## config.mk

```make
export PLATFORM = sky130hd
export DESIGN_NAME = cpu_wait_gen
export DESIGN_NICKNAME = d
export VERILOG_FILES = /design/src/rtl/cpc_bus_pkg.sv /design/src/rtl/cpc_slot_counter.sv /design/src/rtl/cpu_wait_gen.sv
export SDC_FILE = /design/constraint.sdc
export NUM_CORES = 1
export LEC_CHECK = 0
export ABC_AREA = 1
export ABC_CLOCK_PERIOD_IN_PS = 3200
export BUFFER_PORTS_ARGS = -buffer_cell sky130_fd_sc_hd__buf_2
export CORE_AREA = 8 8 46 48
export CTS_CLUSTER_SIZE = 10
export DETAILED_ROUTE_END_ITERATION = 10
export DIE_AREA = 0 0 54 56
export GPL_TIMING_DRIVEN = 0
export PLACE_DENSITY = 0.87
export SKIP_LAST_GASP = 1
export SLEW_MARGIN = 20
export SYNTH_ARGS = -nofsm -noshare
export SYNTH_HDL_FRONTEND = slang
export SYNTH_SLANG_ARGS = --single-unit
```

## constraint.sdc

```tcl
create_clock -name clk -period 3.2 [get_ports clk]
set_input_delay 0.32 -clock clk [delete_from_list [all_inputs] [get_ports clk]]
set_output_delay 0.32 -clock clk [all_outputs]
set_load 0.01 [all_outputs]
```

## src/rtl/cpc_bus_pkg.sv

```systemverilog
// -----------------------------------------------------------------------------
// cpc_bus_pkg
// Definitions shared by the CPC bus-timing blocks:
//   - wait_state_e : states of the CPU wait-state generator
//   - MODE_*       : bit positions inside the 3-bit wait-generator mode word
//   - CPC_DIV / CPC_SLOT_PHASE : motherboard default slot geometry
//                    (ce_p pulses per gate-array slot, and the phase that
//                    marks a slot boundary)
// -----------------------------------------------------------------------------
package cpc_bus_pkg;

    typedef enum logic [1:0] {
        IDLE  = 2'd0,
        ALIGN = 2'd1,
        EXTRA = 2'd2
    } wait_state_e;

    localparam int MODE_MEM    = 0;
    localparam int MODE_IO     = 1;
    localparam int MODE_BYPASS = 2;

    localparam int CPC_DIV        = 4;
    localparam int CPC_SLOT_PHASE = 0;

endpackage

```

## src/rtl/cpc_slot_counter.sv

```systemverilog
// -----------------------------------------------------------------------------
// cpc_slot_counter
// Free-running bus-slot phase counter. Advances once per ce_p and wraps from
// DIV-1 to 0. slot_strobe marks the ce_p on which the phase equals SLOT_PHASE,
// i.e. one pulse every DIV ce_p pulses. Also used by the PSG enable path.
//
// Ports:
//   clk         in   system clock
//   reset       in   synchronous, active-high
//   ce_p        in   CPU positive clock enable; the counter moves only on it
//   phase       out  current phase, 0..DIV-1
//   slot_strobe out  ce_p & (phase == SLOT_PHASE), combinational
// -----------------------------------------------------------------------------
module cpc_slot_counter #(
    parameter int DIV        = 4,
    parameter int SLOT_PHASE = 0
) (
    input  logic                   clk,
    input  logic                   reset,
    input  logic                   ce_p,
    output logic [$clog2(DIV)-1:0] phase,
    output logic                   slot_strobe
);

    localparam int            PW   = $clog2(DIV);
    localparam logic [PW-1:0] LAST = PW'(DIV - 1);
    localparam logic [PW-1:0] SLOT = PW'(SLOT_PHASE);

    logic [PW-1:0] phase_q;
    logic [PW-1:0] phase_d;

    always_comb begin
        phase_d = phase_q;
        if (ce_p) begin
            // explicit wrap keeps non-power-of-two DIV values correct
            phase_d = (phase_q == LAST) ? '0 : phase_q + PW'(1);
        end
    end

    always_ff @(posedge clk) begin
        if (reset) begin
            phase_q <= '0;
        end else begin
            phase_q <= phase_d;
        end
    end

    assign phase       = phase_q;
    assign slot_strobe = ce_p & (phase_q == SLOT);

endmodule

```

## src/rtl/cpu_wait_gen.sv

```systemverilog
// -----------------------------------------------------------------------------
// cpu_wait_gen
// Z80 bus wait-state generator. Stalls the CPU clock enable so that memory and
// I/O accesses line up with the gate-array bus slot, and stretches I/O accesses
// by IO_EXTRA further whole slots.
//
//   state | meaning
//   ------+-------------------------------------------------------------
//   IDLE  | no stall; watching for the leading edge of an access
//   ALIGN | stalled, waiting for the next slot boundary
//   EXTRA | stalled, I/O stretch; cnt slot boundaries still to go
//
// Ports:
//   clk          in   system clock
//   reset        in   synchronous, active-high
//   ce_p         in   CPU positive clock enable; all state advances on it
//   mreq_n       in   memory request, active-low
//   iorq_n       in   I/O request, active-low
//   rfsh_n       in   refresh, active-low (refresh cycles never stall)
//   mode[2:0]    in   [0] memory waits, [1] I/O waits, [2] bypass
//   cpu_cen_p    out  gated clock enable to the CPU
//   wait_n       out  registered, low while a stall is in progress
//   slot_strobe  out  ce_p on the slot-boundary phase
//   phase        out  current slot phase
// -----------------------------------------------------------------------------
module cpu_wait_gen
    import cpc_bus_pkg::*;
#(
    parameter int DIV        = CPC_DIV,
    parameter int SLOT_PHASE = CPC_SLOT_PHASE,
    parameter int IO_EXTRA   = 1
) (
    input  logic                   clk,
    input  logic                   reset,
    input  logic                   ce_p,
    input  logic                   mreq_n,
    input  logic                   iorq_n,
    input  logic                   rfsh_n,
    input  logic [2:0]             mode,
    output logic                   cpu_cen_p,
    output logic                   wait_n,
    output logic                   slot_strobe,
    output logic [$clog2(DIV)-1:0] phase
);

    localparam logic [3:0] EXTRA_CNT = 4'(IO_EXTRA);
    localparam bit         HAS_EXTRA = (IO_EXTRA > 0);

    wait_state_e state_q, state_d;
    logic        wait_n_q, wait_n_d;
    logic        old_acc_q, old_acc_d;
    logic        is_io_q, is_io_d;
    logic [3:0]  cnt_q, cnt_d;

    logic        acc;
    logic        start;
    logic        start_io;
    logic        eligible;
    logic        strobe;

    cpc_slot_counter #(
        .DIV        (DIV),
        .SLOT_PHASE (SLOT_PHASE)
    ) u_slot (
        .clk         (clk),
        .reset       (reset),
        .ce_p        (ce_p),
        .phase       (phase),
        .slot_strobe (strobe)
    );

    // Refresh cycles drive mreq_n low too; rfsh_n masks them out.
    assign acc      = (~mreq_n & rfsh_n) | ~iorq_n;
    assign start    = ~old_acc_q & acc;
    assign start_io = ~iorq_n;
    assign eligible = start_io ? mode[MODE_IO] : mode[MODE_MEM];

    always_comb begin
        state_d   = state_q;
        wait_n_d  = wait_n_q;
        old_acc_d = old_acc_q;
        is_io_d   = is_io_q;
        cnt_d     = cnt_q;

        if (ce_p) begin
            old_acc_d = acc;
            case (state_q)
                IDLE: begin
                    if (start) begin
                        is_io_d = start_io;
                        if (eligible) begin
                            if (!strobe) begin
                                state_d  = ALIGN;
                                wait_n_d = 1'b0;
                            end else if (start_io && HAS_EXTRA) begin
                                // already on the boundary: only the stretch remains
                                state_d  = EXTRA;
                                cnt_d    = EXTRA_CNT;
                                wait_n_d = 1'b0;
                            end
                        end
                    end
                end
                ALIGN: begin
                    // acc can only drop here while bypassed (CPU not frozen)
                    if (!acc) begin
                        state_d  = IDLE;
                        wait_n_d = 1'b1;
                    end else if (strobe) begin
                        if (!is_io_q || !HAS_EXTRA) begin
                            state_d  = IDLE;
                            wait_n_d = 1'b1;
                        end else begin
                            state_d = EXTRA;
                            cnt_d   = EXTRA_CNT;
                        end
                    end
                end
                EXTRA: begin
                    if (!acc) begin
                        state_d  = IDLE;
                        wait_n_d = 1'b1;
                    end else if (strobe) begin
                        cnt_d = cnt_q - 4'd1;
                        if (cnt_q == 4'd1) begin
                            state_d  = IDLE;
                            wait_n_d = 1'b1;
                        end
                    end
                end
                default: begin
                    state_d  = IDLE;
                    wait_n_d = 1'b1;
                end
            endcase
        end
    end

    always_ff @(posedge clk) begin
        if (reset) begin
            state_q   <= IDLE;
            wait_n_q  <= 1'b1;
            old_acc_q <= 1'b0;
            is_io_q   <= 1'b0;
            cnt_q     <= '0;
        end else begin
            state_q   <= state_d;
            wait_n_q  <= wait_n_d;
            old_acc_q <= old_acc_d;
            is_io_q   <= is_io_d;
            cnt_q     <= cnt_d;
        end
    end

    assign wait_n      = wait_n_q;
    assign slot_strobe = strobe;
    // Bypass acts immediately, independent of the registered stall state.
    assign cpu_cen_p   = ce_p & (wait_n_q | mode[MODE_BYPASS]);

endmodule

```

## Word level (Yosys, flattened, before mapping)

Cells that the tools add are included.

- Output and inout bits: 5
- Flip-flop bits (word level): 11
- Logic and storage cells: 76
- Input port bits: 9

- Add/subtract/negate cells: 2
- Reductions and logical operators: 7
- Bitwise logic cells: 9
- Multiplexer cells: 34
- Eq/ne operators: 18

Operators by type and width:

| kind | number |
|---|---|
| 4-bit 2-to-1 mux | 9 |
| 2-bit 2-to-1 mux | 11 |
| 2-bit != test (second input constant) | 9 |
| 3-bit != test (second input constant) | 5 |
| 4-bit one-hot mux with 3 select lines | 1 |
| 1-bit 2-to-1 mux | 11 |
| 11-bit AND reduction | 1 |
| 8-bit AND reduction | 1 |
| 7-bit AND reduction | 1 |
| 2-bit one-hot mux with 3 select lines | 1 |
| 1-bit AND | 4 |
| 2-bit equality test (second input constant) | 2 |
| 4-bit by 1-bit equality test with 1-bit output (second input constant) | 1 |
| 2-bit zero test | 2 |
| 4-bit by 1-bit subtractor with 4-bit output (second input constant) | 1 |
| 1-bit NOT | 3 |
| 1-bit one-hot mux with 3 select lines | 1 |
| 3-bit AND reduction | 1 |
| 3-bit nonzero test | 1 |
| 2-bit by 1-bit adder with 2-bit output (second input constant) | 1 |
| 2-bit by 1-bit equality test with 1-bit output (second input constant) | 1 |
| 1-bit bitwise OR | 2 |

## Depth between registers and ports, before layout

Gate-level depths: netlist of the first run.

- Depth after elaboration: 6
- Gate-level depth with buffers: 11
- Depth with buffers taken out: 11

## Modules after synthesis

Synthesis of the first run repeated with hierarchy kept, for this count alone.

- Cell total of the unflattened synthesis: 119
- Area, all modules: 737.0 µm²

Modules (own cells, without submodules):

| module | area an instance (µm²) | instances | cells each |
|---|---|---|---|
| cpu_wait_gen | 613.1 | 1 | 101 |
| cpc_slot_counter | 123.9 | 1 | 18 |

## Worst setup path before layout of the first run

Ideal clock, no wire load.

- Kind: register to register
- Start: register u_slot.phase_q[0] (netlist: u_slot.phase[0])
- End: register state_q[0]
- Slack: 1.680 ns
- Data required time: 3.086 ns
- Arrival: 1.406 ns
- Cell stages (with the launch flop): 11
- Buffers on the path: 0
- Library setup time: 0.114 ns
- Clock period less this slack: 1.520 ns
- Cell sequence: dfxtp_1 -> inv_1 -> ha_1 -> nand2_2 -> clkinv_1 -> nand2_1 -> nand2_1 -> nor2_2 -> nand2_2 -> a21oi_1 -> nor2_1

- Longest elaborated chain between the ends: 6

Ends and longest elaborated chain:

| item | RTL line | text |
|---|---|---|
| start, declared | cpc_slot_counter.sv:29 | `logic [PW-1:0] phase_q;` |
| start signal, assigned | cpc_slot_counter.sv:44 | `phase_q <= phase_d;` |
| 2-bit zero test * | cpc_slot_counter.sv:49 | `assign slot_strobe = ce_p & (phase_q == SLOT);` |
| 1-bit AND * | cpc_slot_counter.sv:49 |  |
| net slot_strobe | cpu_wait_gen.sv:42 | `output logic slot_strobe,` |
| 2-bit 2-to-1 mux | cpu_wait_gen.sv:92 | `if (!strobe) begin` |
| 2-bit 2-to-1 mux | cpu_wait_gen.sv:91 | `if (eligible) begin` |
| 2-bit 2-to-1 mux | cpu_wait_gen.sv:89 | `if (start) begin` |
| 2-bit one-hot mux with 3 select lines | cpu_wait_gen.sv:87 | `case (state_q)` |
| end signal, assigned | cpu_wait_gen.sv:147 | `state_q <= state_d;` |
| end, declared | cpu_wait_gen.sv:49 | `wait_state_e state_q, state_d;` |

The timed path passes the listed nets; every way through them passes the cells marked *. The select of a mux whose other input is x is not followed.
A chain may end at the register's enable or synchronous reset.

## Worst setup path after layout of the first run

- Start: register u_slot.phase_q[0] (netlist: u_slot.phase[0])
- End: output port slot_strobe

- Longest elaborated chain between the ends: 2

Ends and longest elaborated chain:

| item | RTL line |
|---|---|
| 2-bit zero test | cpc_slot_counter.sv:49 |
| 1-bit AND | cpc_slot_counter.sv:49 |
| end, declared | cpu_wait_gen.sv:42 |

Every way passes these cells.

==> results of run 1 <==
## per-layer routing
layer	track usage (%)	wire [µm]	vias up
met5	0	0	-
met4	2.11	0	0
met3	2.41	75	0
met2	17.4	758	14
met1	11.9	706	320
li1	-	-	399
## path summary, 6_finish.rpt
| path | from | endpoint | slack [ns] | cells after the start |
|---|---|---|---|---|
| min | reset | cnt_q[2]$_SDFFE_PP0P_ | 0.27 | 2 |
| max | u_slot.phase[0]$_SDFFE_PP0P_ | slot_strobe | 1.57 | 5 |
| min reg2reg | is_io_q$_SDFFE_PP0P_ | is_io_q$_SDFFE_PP0P_ | 0.48 | 2 |
| max reg2reg | u_slot.phase[0]$_SDFFE_PP0P_ | state_q[0]$_SDFFE_PP0P_ | 1.60 | 10 |
## per-stage QoR
step | std cells | power (mW) | instance area [µm²]
global route | 148 | 0.355 | 843
detailed placement | 144 | 0.242 | 817
finish | 148 | 0.333 | 843
global placement | 144 | 0.239 | 817
floorplan | 115 | 0.218 | 732
CTS | 148 | 0.337 | 843
## cell type report
class                      instances  area share, %
tap                               16           2.37
multi-input combinational         84           51.8
clock buffer                       4           3.12
timing repair buffer              13           7.72
inverter                          20           8.90
sequential                        11           26.1
## cell families after synthesis
logic type / Yosys count
DFF: 11
and+or+nand+nor: 66
buffers and inverters: 20
AOI/OAI and AO/OA: 13
adders and majority gates: 4
xor gates and xnor gates: 1
## where the power goes
part / total (mW) / switching [mW] / internal [mW]
Sequential: 0.154 / 0.00795 / 0.146
Combinational: 0.0850 / 0.0539 / 0.0312
Clock: 0.0941 / 0.0459 / 0.0481
## synth_stat cells, drive strengths merged
cell type	count
clkinv	1
nand4	2
nand3	10
inv	19
nor3	2
dfxtp	11
nor2	19
ha	4
nand2	33
o21ai	4
a21oi	8
o31ai	1
xnor2	1
## worst max-delay path, cell delays in order, from the launching register on
cell and delay [ns]:
dfxtp_1 0.40, inv_1 0.06, ha_1 0.20, nand2_2 0.11, clkinv_1 0.12, buf_2 0.16
## cell usage in the layout (no fill, tap or decap), drive strengths merged
cell / Yosys / final
nor2: 19 / 19
nand4: 2 / 2
nand2: 33 / 33
o31ai: 1 / 1
o21ai: 4 / 4
xnor2: 1 / 1
nor3: 2 / 2
a21oi: 8 / 8
clkinv: 1 / 1
inv: 19 / 19
buf: 0 / 13
ha: 4 / 4
dfxtp: 11 / 11
clkbuf: 0 / 4
nand3: 10 / 10
## registers in the layout, indices dropped and copies added (netlist names)
signal        cells
u_slot.phase      2
old_acc_q         1
state_q           2
is_io_q           1
cnt_q             4
wait_n            1
==> results by stage, run 1 <==
Layout:
- In the final design database the tool counted 146 nets.
- After filler insertion, the fill cell instance count of the layout stands at 142.
- The fraction of layout instances using a drive strength above 1 is 22.7%.
- The area growth from synthesis to final layout is 15.2%.
- In the final layout, the multi-input gates occupy 437 µm².
- In the final layout, flip-flops and latches occupy 220 µm².
- The number of antenna repair diodes is 0.
- The core occupancy in the finished layout is 58.7%.

Timing:
- Adding up every negative setup slack in the final design gives 0 ns.
- The final critical-path required period is 1.63 ns.
- Timing would allow up to 0.615 GHz.
- Setup violations remaining at the end of the flow were counted as 0.
- For the pin with the worst max-slew slack, the measured transition is 0.253 ns.
- After layout, the worst path uses 50.8% of the clock period.
- The worst setup skew after layout is 0.00618 ns.
- Setup repair after global routing left no endpoint under its margin.
- Across all hold checks on the routed design, the worst slack comes to 0.273 ns.
- Setup slack on the critical path of the routed design comes to 1.57 ns.
- The worst pin sits at a relative slew slack of 83.1%.
- The final hold violation count came to 0.
- The final number of max-transition violations is 0.

Power:
- In this run the static leakage power is 0.404 nW.
- The power density over the cells is 395 nW/µm².
- The peak supply drop is 0.312 mV.

Logic synthesis:
- Summing the areas of all and, or, nand and nor instances in the mapped netlist gives 41.4% of the synthesized area.
- Synthesis produced a netlist with a net count of 128.
- The synthesized netlist contains 20 unique library cells.
- The fraction of post-synthesis cell area in the top cell type by area is 30.1%.
- The summed instance area of the synthesized netlist is 732 µm².
- Summing the areas of all compound-gate instances in the mapped netlist gives 10.3% of the synthesized area.
- Sequential cells were found to cover 30.1% of the synthesized design area.
- The instance count of the mapped netlist is 115.
- The total number of yosys warnings is 0.
- Sorting the synthesized cells by area gives the leading types as dfxtp_1 (30%), nand2_1 (14%), inv_1 (9.2%).
- After Yosys synthesis, XOR and XNOR cells account for 1.20% of the synthesized area.
- The combinational family with the most area after synthesis is simple AND/OR/NAND/NOR gates.
- The per-instance average area after synthesis is 6.36 µm².
- Summing the areas of all fa, ha and maj instances in the mapped netlist gives 6.84% of the synthesized area.
- Synthesis inferred 11 register bits.
- The largest area contributor in the netlist is dfxtp_1.
- The portion of synthesized area spent on multiplexers is 0%.

CTS:
- The clock latency of the later-clocked register in the worst-skew pair is 0.26 ns.
- Once the clock tree was built, the resizer swapped 0 gates to a different size.
- The TritonCTS clock tree is built.
- The maximum count of clock buffers along a single path is 2.
- Clock tree synthesis inserted a total of 3 buffers.
- After clock tree synthesis, the clock-pin slew on the worst setup and hold paths is 0.07 ns.
- The number of buffers inserted by hold repair at cts is 0.
- The clock root buffer is clkbuf_4.
- In this run the number of H-tree levels came out at 1.
- The buffer count from post-CTS setup fixing is 0.
- The count of clock tree sinks is 11.

Job:
- The tool flagged a number of max-cap violations equal to 0.

Die:
- The initialized floorplan defines 14 standard-cell rows.
- The top-level I/O count is 14.
- The die height is 56 µm.
- The die footprint is 3020 µm².
- The horizontal die dimension is 54 µm.
- For this configuration, the core starts out at a cell density of 51.0%.
- After floorplanning, the core was sized to cover 1440 µm².

Worst setup path:
- STA puts the critical path data arrival time at 1.31 ns.
- The largest fanout on the critical path is 5.
- The critical path is of the flop to output port type.
- The worst setup path is captured at an output port.
- The required time of the critical path is 2.88 ns.
- The worst setup path is launched from a flop.

Drt:
- The wire length after detailed routing is 1540 µm.
- For this run, the detailed router's first-pass iteration total came to 4.
- The first routing iteration left 5 violations.
- The detail-routed net length per standard cell is 10.4 µm.
- After detailed routing, the number of remaining DRC violations is 0.
- The detailed router placed 733 vias in this run.
- Once detail routing completed, the nets flagged for antenna violations numbered 0.
- The detail-routed via count per cell is 4.95.

Place:
- After legalization and detailed placement, the total HPWL measured 1270 µm.
- The count of buffers inserted at the top-level ports is 13.
- The routability-driven placement congestion ratio is 0.828.
- Timing analysis after detailed placement gives a worst setup slack of 1.62 ns.

Outcome:
- The run finished with clean final reports.

Global route:
- Summed over all layers, the global routing overflow is 0.
- The first global-routing pass estimated 2500 µm of wire.
- The total routing resource utilization after global routing is 10.1%.
- The via count of the first global-routing pass is 624.
- The number of antenna violations at the first check in global routing is 0.
- Entering global routing, the biggest net connects 8 pins.

Worst hold path:
- The class of the worst hold path is input port to flop.
Note: power is estimated with default switching activity, not from simulation.
==> inputs of run 2 (changes only) <==
--- a/config.mk
+++ b/config.mk
@@ -6,14 +6,14 @@
 export NUM_CORES = 1
 export LEC_CHECK = 0
 export ABC_AREA = 1
-export ABC_CLOCK_PERIOD_IN_PS = 3200
+export ABC_CLOCK_PERIOD_IN_PS = 1400
 export BUFFER_PORTS_ARGS = -buffer_cell sky130_fd_sc_hd__buf_2
-export CORE_AREA = 8 8 46 48
+export CORE_AREA = 8 8 49 51
 export CTS_CLUSTER_SIZE = 10
 export DETAILED_ROUTE_END_ITERATION = 10
-export DIE_AREA = 0 0 54 56
+export DIE_AREA = 0 0 57 59
 export GPL_TIMING_DRIVEN = 0
-export PLACE_DENSITY = 0.87
+export PLACE_DENSITY = 0.8
 export SKIP_LAST_GASP = 1
 export SLEW_MARGIN = 20
 export SYNTH_ARGS = -nofsm -noshare
==> constraint.sdc (replaced) <==
create_clock -name clk -period 1.4 [get_ports clk]
set_input_delay 0.14 -clock clk [delete_from_list [all_inputs] [get_ports clk]]
set_output_delay 0.14 -clock clk [all_outputs]
set_load 0.01 [all_outputs]
==> results by stage, run 2 (synthesis gave the netlist of run 1 again) <==
Outcome:
- Run status: complete, no violations (unchanged).

Layout:
- The final design instance area without fill is 906 µm² (was 843 µm²).
- The area growth from synthesis to final layout is 23.8% (was 15.2%).
- The most frequent standard cell in the layout excluding fill and tap cells is nand2_1 (unchanged).
- The top register by number of flip-flops was cnt_q (unchanged).
- The fraction of layout instances using a drive strength above 1 came to 30.6% (was 22.7%).
- Most frequent cells in the layout: nand2_1 (28), inv_1 (16), nor2_1 (13), buf_2 (13) (was nand2_1 (28), inv_1 (18), nor2_1 (14)).
- The number of antenna repair diodes came to 0 (unchanged).
- The number of inserted filler cells in the final layout was 163 (was 142).
- The number of nets in the finished design is 148 (was 146).
- The number of flip-flops under the largest register name is 4 (unchanged).

Worst setup path:
- The largest fanout on the critical path is 6 (was 5).
- The type of element launching the critical path is a flop (unchanged).
- The worst endpoint data arrival time is 1.53 ns (was 1.31 ns).
- The type of element capturing the critical path was a flop (was output port).
- The worst reg-to-reg setup slack is 0.05 ns (was 1.60 ns).
- The number of cell instances on the worst register-to-register path was 11 (was 10).
- The terminus of the critical flop-to-flop path is cnt_q[3]$_SDFFE_PP0P_ (was state_q[0]$_SDFFE_PP0P_).
- The type of the setup path with the least slack is flop to flop (was flop to output port).
- The origin of the critical flop-to-flop path is u_slot.phase[0]$_SDFFE_PP0P_ (unchanged).
- The required time of the critical path was 1.58 ns (was 2.88 ns).

Drt:
- The wire length after detailed routing is 1650 µm (was 1540 µm).
- The total via count in the routed design is 765 (was 733).
- The detail-routed via count per cell was 5.07 (was 4.95).
- The iteration-0 DRC count of the detailed router came to 9 (was 5).
- The number of remaining DRC errors is 0 (unchanged).
- The detail-routed net length per standard cell is 10.9 µm (was 10.4 µm).
- The detailed-routing iteration count for the pre-antenna-repair pass came to 4 (unchanged).
- The post-detailed-route count of antenna-violating nets is 0 (unchanged).

Place:
- The count of buffers inserted at the top-level ports is 13 (unchanged).
- The HPWL after detailed placement is 1240 µm (was 1270 µm).
- The routability-driven placement congestion ratio came to 0.827 (was 0.828).
- The post-place instance area came to 825 µm² (was 817 µm²).

Die:
- The top-level I/O count is 14 (unchanged).
- The die height was 59 µm (was 56 µm).
- The total number of placement rows is 15 (was 14).
- The die footprint is 3360 µm² (was 3020 µm²).
- The horizontal die dimension is 57 µm (was 54 µm).
- The core outline area is 1650 µm² (was 1440 µm²).
- The initial cell density of the core is 44.3% (was 51.0%).

CTS:
- The clock latency of the later-clocked register in the worst-skew pair is 0.28 ns (was 0.26 ns).
- The count of clock tree sinks is 11 (unchanged).
- The number of buffers inserted by hold repair at cts is 0 (unchanged).
- The maximum count of clock buffers along a single path is 2 (unchanged).
- The number of levels the H-tree was split into is 1 (unchanged).
- The clock transition at the register clock pins on the worst setup and hold paths after CTS is 0.07 ns (about the same).
- The TritonCTS clock tree was built (unchanged).
- The clock root buffer is clkbuf_4 (unchanged).
- The number of buffers added by the clock tree synthesis step is 3 (unchanged).

Global route:
- The pin count of the biggest net entering global routing is 8 (unchanged).
- The aggregate global routing overflow is 0 (unchanged).
- The first-pass GRT wire length is 2700 µm (was 2500 µm).
- The via count of the first global-routing pass came to 623 (was 624).
- The number of antenna violations at the first check in global routing came to 0 (unchanged).
- The total routing resource utilization after global routing is 10.2% (was 10.1%).

Timing:
- The final hold violation count is 0 (unchanged).
- The setup violation total in the final timing report came to 0 (unchanged).
- The final worst-path cycle share is 96.3%.
- Unrepaired setup endpoints after global routing: true (was false).
- The worst relative slew slack came to 84.1% (was 83.1%).
- The final number of max-transition violations was 0 (unchanged).
- The setup TNS came to 0 ns (unchanged).
- Based on the critical path, the design can be clocked at up to 0.742 GHz.
- The slew at the pin with the worst max-slew slack is 0.238 ns (was 0.253 ns).
- The worst path in the final design needs a cycle of 1.35 ns, including I/O delays and setup.
- The worst setup skew after layout was 0.00205 ns (was 0.00618 ns).

Power:
- The power consumption is 0.805 mW (was 0.333 mW).
- The static power due to leakage came to 0.429 nW (was 0.404 nW).
- The peak supply drop is 0.466 mV (was 0.312 mV).
- The power density over the cells is 889 nW/µm² (was 395 nW/µm²).

Worst hold path:
- The worst hold path stage count was 2 (unchanged).
- The class of the worst hold path is input port to flop (unchanged).
- The worst hold endpoint is state_q[1]$_SDFFE_PP0P_ (was cnt_q[2]$_SDFFE_PP0P_).
- The hold path startpoint was reset (unchanged).

Job:
- The count of max-cap constraint violations is 0 (unchanged).
run 2: worst max-delay path by stage:
stage / start / to / slack [ns] / cells after the start
detailed placement: u_slot.phase[0]$_SDFFE_PP0P_ / state_q[0]$_SDFFE_PP0P_ / -0.08 / 10
finish: u_slot.phase[0]$_SDFFE_PP0P_ / cnt_q[3]$_SDFFE_PP0P_ / 0.05 / 11
CTS: u_slot.phase[1]$_SDFFE_PP0P_ / state_q[0]$_SDFFE_PP0P_ / 0.009 / 10
global route: u_slot.phase[0]$_SDFFE_PP0P_ / cnt_q[3]$_SDFFE_PP0P_ / -0.07 / 11
global placement: u_slot.phase[0]$_SDFFE_PP0P_ / state_q[0]$_SDFFE_PP0P_ / -0.04 / 10
floorplan: u_slot.phase[0]$_SDFFE_PP0P_ / state_q[0]$_SDFFE_PP0P_ / 0.007 / 10
run 2: through the flow:
| step | utilization (%) | setup slack (ns) | instances | hold WS, ns |
|---|---|---|---|---|
| floorplan | - | 0.00692 | 115 | 0.202 |
| global placement | 49.9 | -0.0445 | 145 | 0.373 |
| detailed placement | 49.9 | -0.0768 | 145 | 0.371 |
| CTS | 52.3 | 0.00864 | 150 | 0.0802 |
| global route | 54.8 | -0.0706 | 151 | 0.0757 |
| finish | 54.8 | 0.0516 | 151 | 0.0797 |
run 2: critical path, stage by stage, from the launching register on:
cell and delay (ns):
dfxtp_4 0.35, inv_4 0.05, ha_4 0.13, nand2_4 0.06
inv_4 0.07, nand3_2 0.08, nand2_1 0.09, nand2_2 0.06
nor2_4 0.18, nand2_1 0.08, nand2_1 0.05, nor2_1 0.04
run 2: what timing repair did:
item,CTS,global route
setup buffers,1,1
resized for setup,1,11
endpoints found under the setup margin,3,8
pin swaps,3,5
run 2: routing by layer:
layer	track usage, %	vias to the layer above	wire length, µm	share of wire (%)
li1	-	398	-	-
met1	11.8	342	742	45
met2	15.3	20	776	47
met3	4.08	5	94	5.7
met4	6.04	0	39	2.4
met5	0	-	0	0
run 2: power by group:
group          total [mW]  internal, mW  switching [mW]
clock network       0.230         0.111           0.120
registers           0.351         0.333          0.0181
logic               0.224        0.0870           0.137
run 2: final cells by class:
cell class	instances	area [µm²]	share of cell area, %
clock buffer	4	26.3	2.90
inverter	20	80.1	8.84
multi-input combinational	84	472	52.1
sequential	11	226	25.0
tap	17	21.3	2.35
timing repair buffer	15	80.1	8.84
==> inputs of run 3 (changes only) <==
--- a/config.mk
+++ b/config.mk
@@ -8,12 +8,12 @@
 export ABC_AREA = 1
 export ABC_CLOCK_PERIOD_IN_PS = 1400
 export BUFFER_PORTS_ARGS = -buffer_cell sky130_fd_sc_hd__buf_2
-export CORE_AREA = 8 8 49 51
+export CORE_AREA = 8 8 50 52
 export CTS_CLUSTER_SIZE = 10
 export DETAILED_ROUTE_END_ITERATION = 10
-export DIE_AREA = 0 0 57 59
+export DIE_AREA = 0 0 58 60
 export GPL_TIMING_DRIVEN = 0
-export PLACE_DENSITY = 0.8
+export PLACE_DENSITY = 0.66
 export SKIP_LAST_GASP = 1
 export SLEW_MARGIN = 20
 export SYNTH_ARGS = -nofsm -noshare
==> results by stage, run 3 (synthesis gave the netlist of run 1 again) <==
Die:
- The initial cell density of the core is 40.6% (was 44.3%).
- The core outline area came to 1800 µm² (was 1650 µm²).
- The die footprint came to 3480 µm² (was 3360 µm²).
- The top-level I/O count is 14 (unchanged).
- The horizontal die dimension came to 58 µm (was 57 µm).
- The die height is 60 µm (was 59 µm).
- The total number of placement rows came to 16 (was 15).

Power:
- The power density over the cells came to 867 nW/µm² (was 889 nW/µm²).
- The static power due to leakage is 0.438 nW (was 0.429 nW).
- The power consumption is 0.801 mW (was 0.805 mW).
- The peak supply drop came to 0.481 mV (was 0.466 mV).

Worst setup path:
- The largest fanout on the critical path is 6 (unchanged).
- The largest stage delay on the critical path was 0.35 ns (about the same).
- The type of element launching the critical path is a flop (unchanged).
- Series of cell instances along the critical path: inv_4 > ha_4 > nand2_4 > inv_4 > nand3_2 > nand2_1 > nand2_2 > nor2_4 > nand2_1 > nand2_1 > nor2_1 (unchanged).
- The type of the setup path with the least slack is flop to flop (unchanged).
- The type of element capturing the critical path is a flop (unchanged).
- The required time of the critical path was 1.56 ns (was 1.58 ns).
- The cell with the largest stage delay on the worst path was dfxtp_4 (unchanged).
- The worst endpoint data arrival time is 1.53 ns (about the same).
- The most used cell along the critical path was nand2_1 (unchanged).
- The number of cell instances on the worst register-to-register path is 11 (unchanged).

Worst hold path:
- The class of the worst hold path is input port to flop (unchanged).
- The worst hold path stage count is 2 (unchanged).

Global route:
- The aggregate global routing overflow is 0 (unchanged).
- The first-pass GRT wire length is 2710 µm (was 2700 µm).
- The pin count of the biggest net entering global routing came to 8 (unchanged).
- The total routing resource utilization after global routing is 10.1% (was 10.2%).
- The via count of the first global-routing pass came to 646 (was 623).
- The number of antenna violations at the first check in global routing is 0 (unchanged).

Job:
- The count of max-cap constraint violations is 0 (unchanged).

CTS:
- The maximum count of clock buffers along a single path is 2 (unchanged).
- The count of clock tree sinks came to 11 (unchanged).
- The number of buffers inserted by hold repair at cts is 0 (unchanged).
- The clock latency of the later-clocked register in the worst-skew pair was 0.26 ns (was 0.28 ns).
- The TritonCTS clock tree was built (unchanged).
- The clock transition at the register clock pins on the worst setup and hold paths after CTS is 0.07 ns (about the same).
- The clock root buffer is clkbuf_4 (unchanged).
- The number of levels the H-tree was split into was 1 (unchanged).
- The number of buffers added by the clock tree synthesis step is 3 (unchanged).

Drt:
- The wire length after detailed routing came to 1710 µm (was 1650 µm).
- The post-detailed-route count of antenna-violating nets is 0 (unchanged).
- The total via count in the routed design came to 749 (was 765).
- The number of remaining DRC errors came to 0 (unchanged).
- The detail-routed via count per cell came to 4.86 (was 5.07).
- The detail-routed net length per standard cell is 11.1 µm (was 10.9 µm).
- The iteration-0 DRC count of the detailed router is 29 (was 9).
- The detailed-routing iteration count for the pre-antenna-repair pass came to 4 (unchanged).

Place:
- The HPWL after detailed placement is 1240 µm (about the same).
- The count of buffers inserted at the top-level ports is 13 (unchanged).
- The routability-driven placement congestion ratio is 0.774 (was 0.827).

Timing:
- The slew at the pin with the worst max-slew slack was 0.226 ns (was 0.238 ns).
- The final critical-path required period is 1.37 ns (was 1.35 ns).
- The worst setup skew after layout is 0.00574 ns (was 0.00205 ns).
- The worst relative slew slack is 84.9% (was 84.1%).
- The final worst-path cycle share is 97.6% (was 96.3%).
- The setup violation total in the final timing report is 0 (unchanged).
- The final number of max-transition violations is 0 (unchanged).
- The setup TNS is 0 ns (unchanged).
- Unrepaired setup endpoints after global routing: true (unchanged).
- The final hold violation count is 0 (unchanged).
- The maximum operating frequency is 0.732 GHz (was 0.742 GHz).

Layout:
- The number of nets in the finished design came to 150 (was 148).
- Most frequent cells in the layout: nand2_1 (28), inv_1 (16), nor2_1 (13), buf_2 (13), nand3_1 (8) (was nand2_1 (28), inv_1 (16), nor2_1 (13), buf_2 (13)).
- The number of antenna repair diodes was 0 (unchanged).
- The top register by number of flip-flops is cnt_q (unchanged).
- The fraction of layout instances using a drive strength above 1 is 32.4% (was 30.6%).
- The most frequent standard cell in the layout excluding fill and tap cells is nand2_1 (unchanged).
- The number of flip-flops under the largest register name is 4 (unchanged).
- The area growth from synthesis to final layout is 26.2% (was 23.8%).

Outcome:
- Run status: complete, no violations (unchanged).
-- run 3: through the flow --
stage               std cells  worst slack (ns)  instance area, µm²  util, %  hold slack (ns)
floorplan                 115           0.00692                 738        -            0.202
global placement          146           -0.0455                 826     45.8            0.383
detailed placement        146           -0.0603                 826     45.8            0.377
CTS                       152           0.00279                 872     48.4           0.0939
global route              154           -0.0571                 923     51.2           0.0938
finish                    154            0.0341                 923     51.2            0.100
-- run 3: path summary, 6_finish.rpt --
kind	slack, ns	endpoint	startpoint
worst max-delay path	0.03	cnt_q[3]$_SDFFE_PP0P_	u_slot.phase[0]$_SDFFE_PP0P_
worst min-delay path	0.10	state_q[1]$_SDFFE_PP0P_	reset
worst max register to register	0.03	cnt_q[3]$_SDFFE_PP0P_	u_slot.phase[0]$_SDFFE_PP0P_
worst min register to register	0.48	wait_n$_SDFFE_PP1P_	wait_n$_SDFFE_PP1P_
-- run 3: worst max-delay path, delay by kind of cell, from the launching register on --
family,cells,cell delay (ns)
adder cells (fa/ha/maj),1,0.14
buffers and inverters,2,0.12
flip-flops,1,0.35
AND/OR/NAND/NOR,8,0.66
-- run 3: per-layer routing --
layer	vias to the layer above	global-route usage, %	routed length [µm]
met5	-	0	0
met4	0	6.29	20
met3	2	2.80	91
met2	17	15.9	806
met1	330	11.7	789
li1	400	-	-
-- run 3: area by class of cell --
cell class,instances,area [µm²]
Clock buffer,4,26.3
Fill cell,196,878
Inverter,20,80.1
Multi-Input combinational cell,84,472
Sequential cell,11,228
Tap cell,18,22.5
Timing Repair Buffer,17,95.1
-- run 3: power breakdown --
group          internal (mW)  leakage, nW  total (mW)  switching [mW]
logic                 0.0969        0.331       0.236           0.139
registers              0.334       0.0919       0.353          0.0188
clock network          0.110       0.0150       0.213           0.103
total                  0.541        0.438       0.801           0.260
-- run 3: repair_timing --
item,4_1_cts,5_1_grt
pin swaps,2,8
buffers inserted,2,2
setup endpoints to repair,5,7
gates cloned,0,0
gates resized for setup,1,12
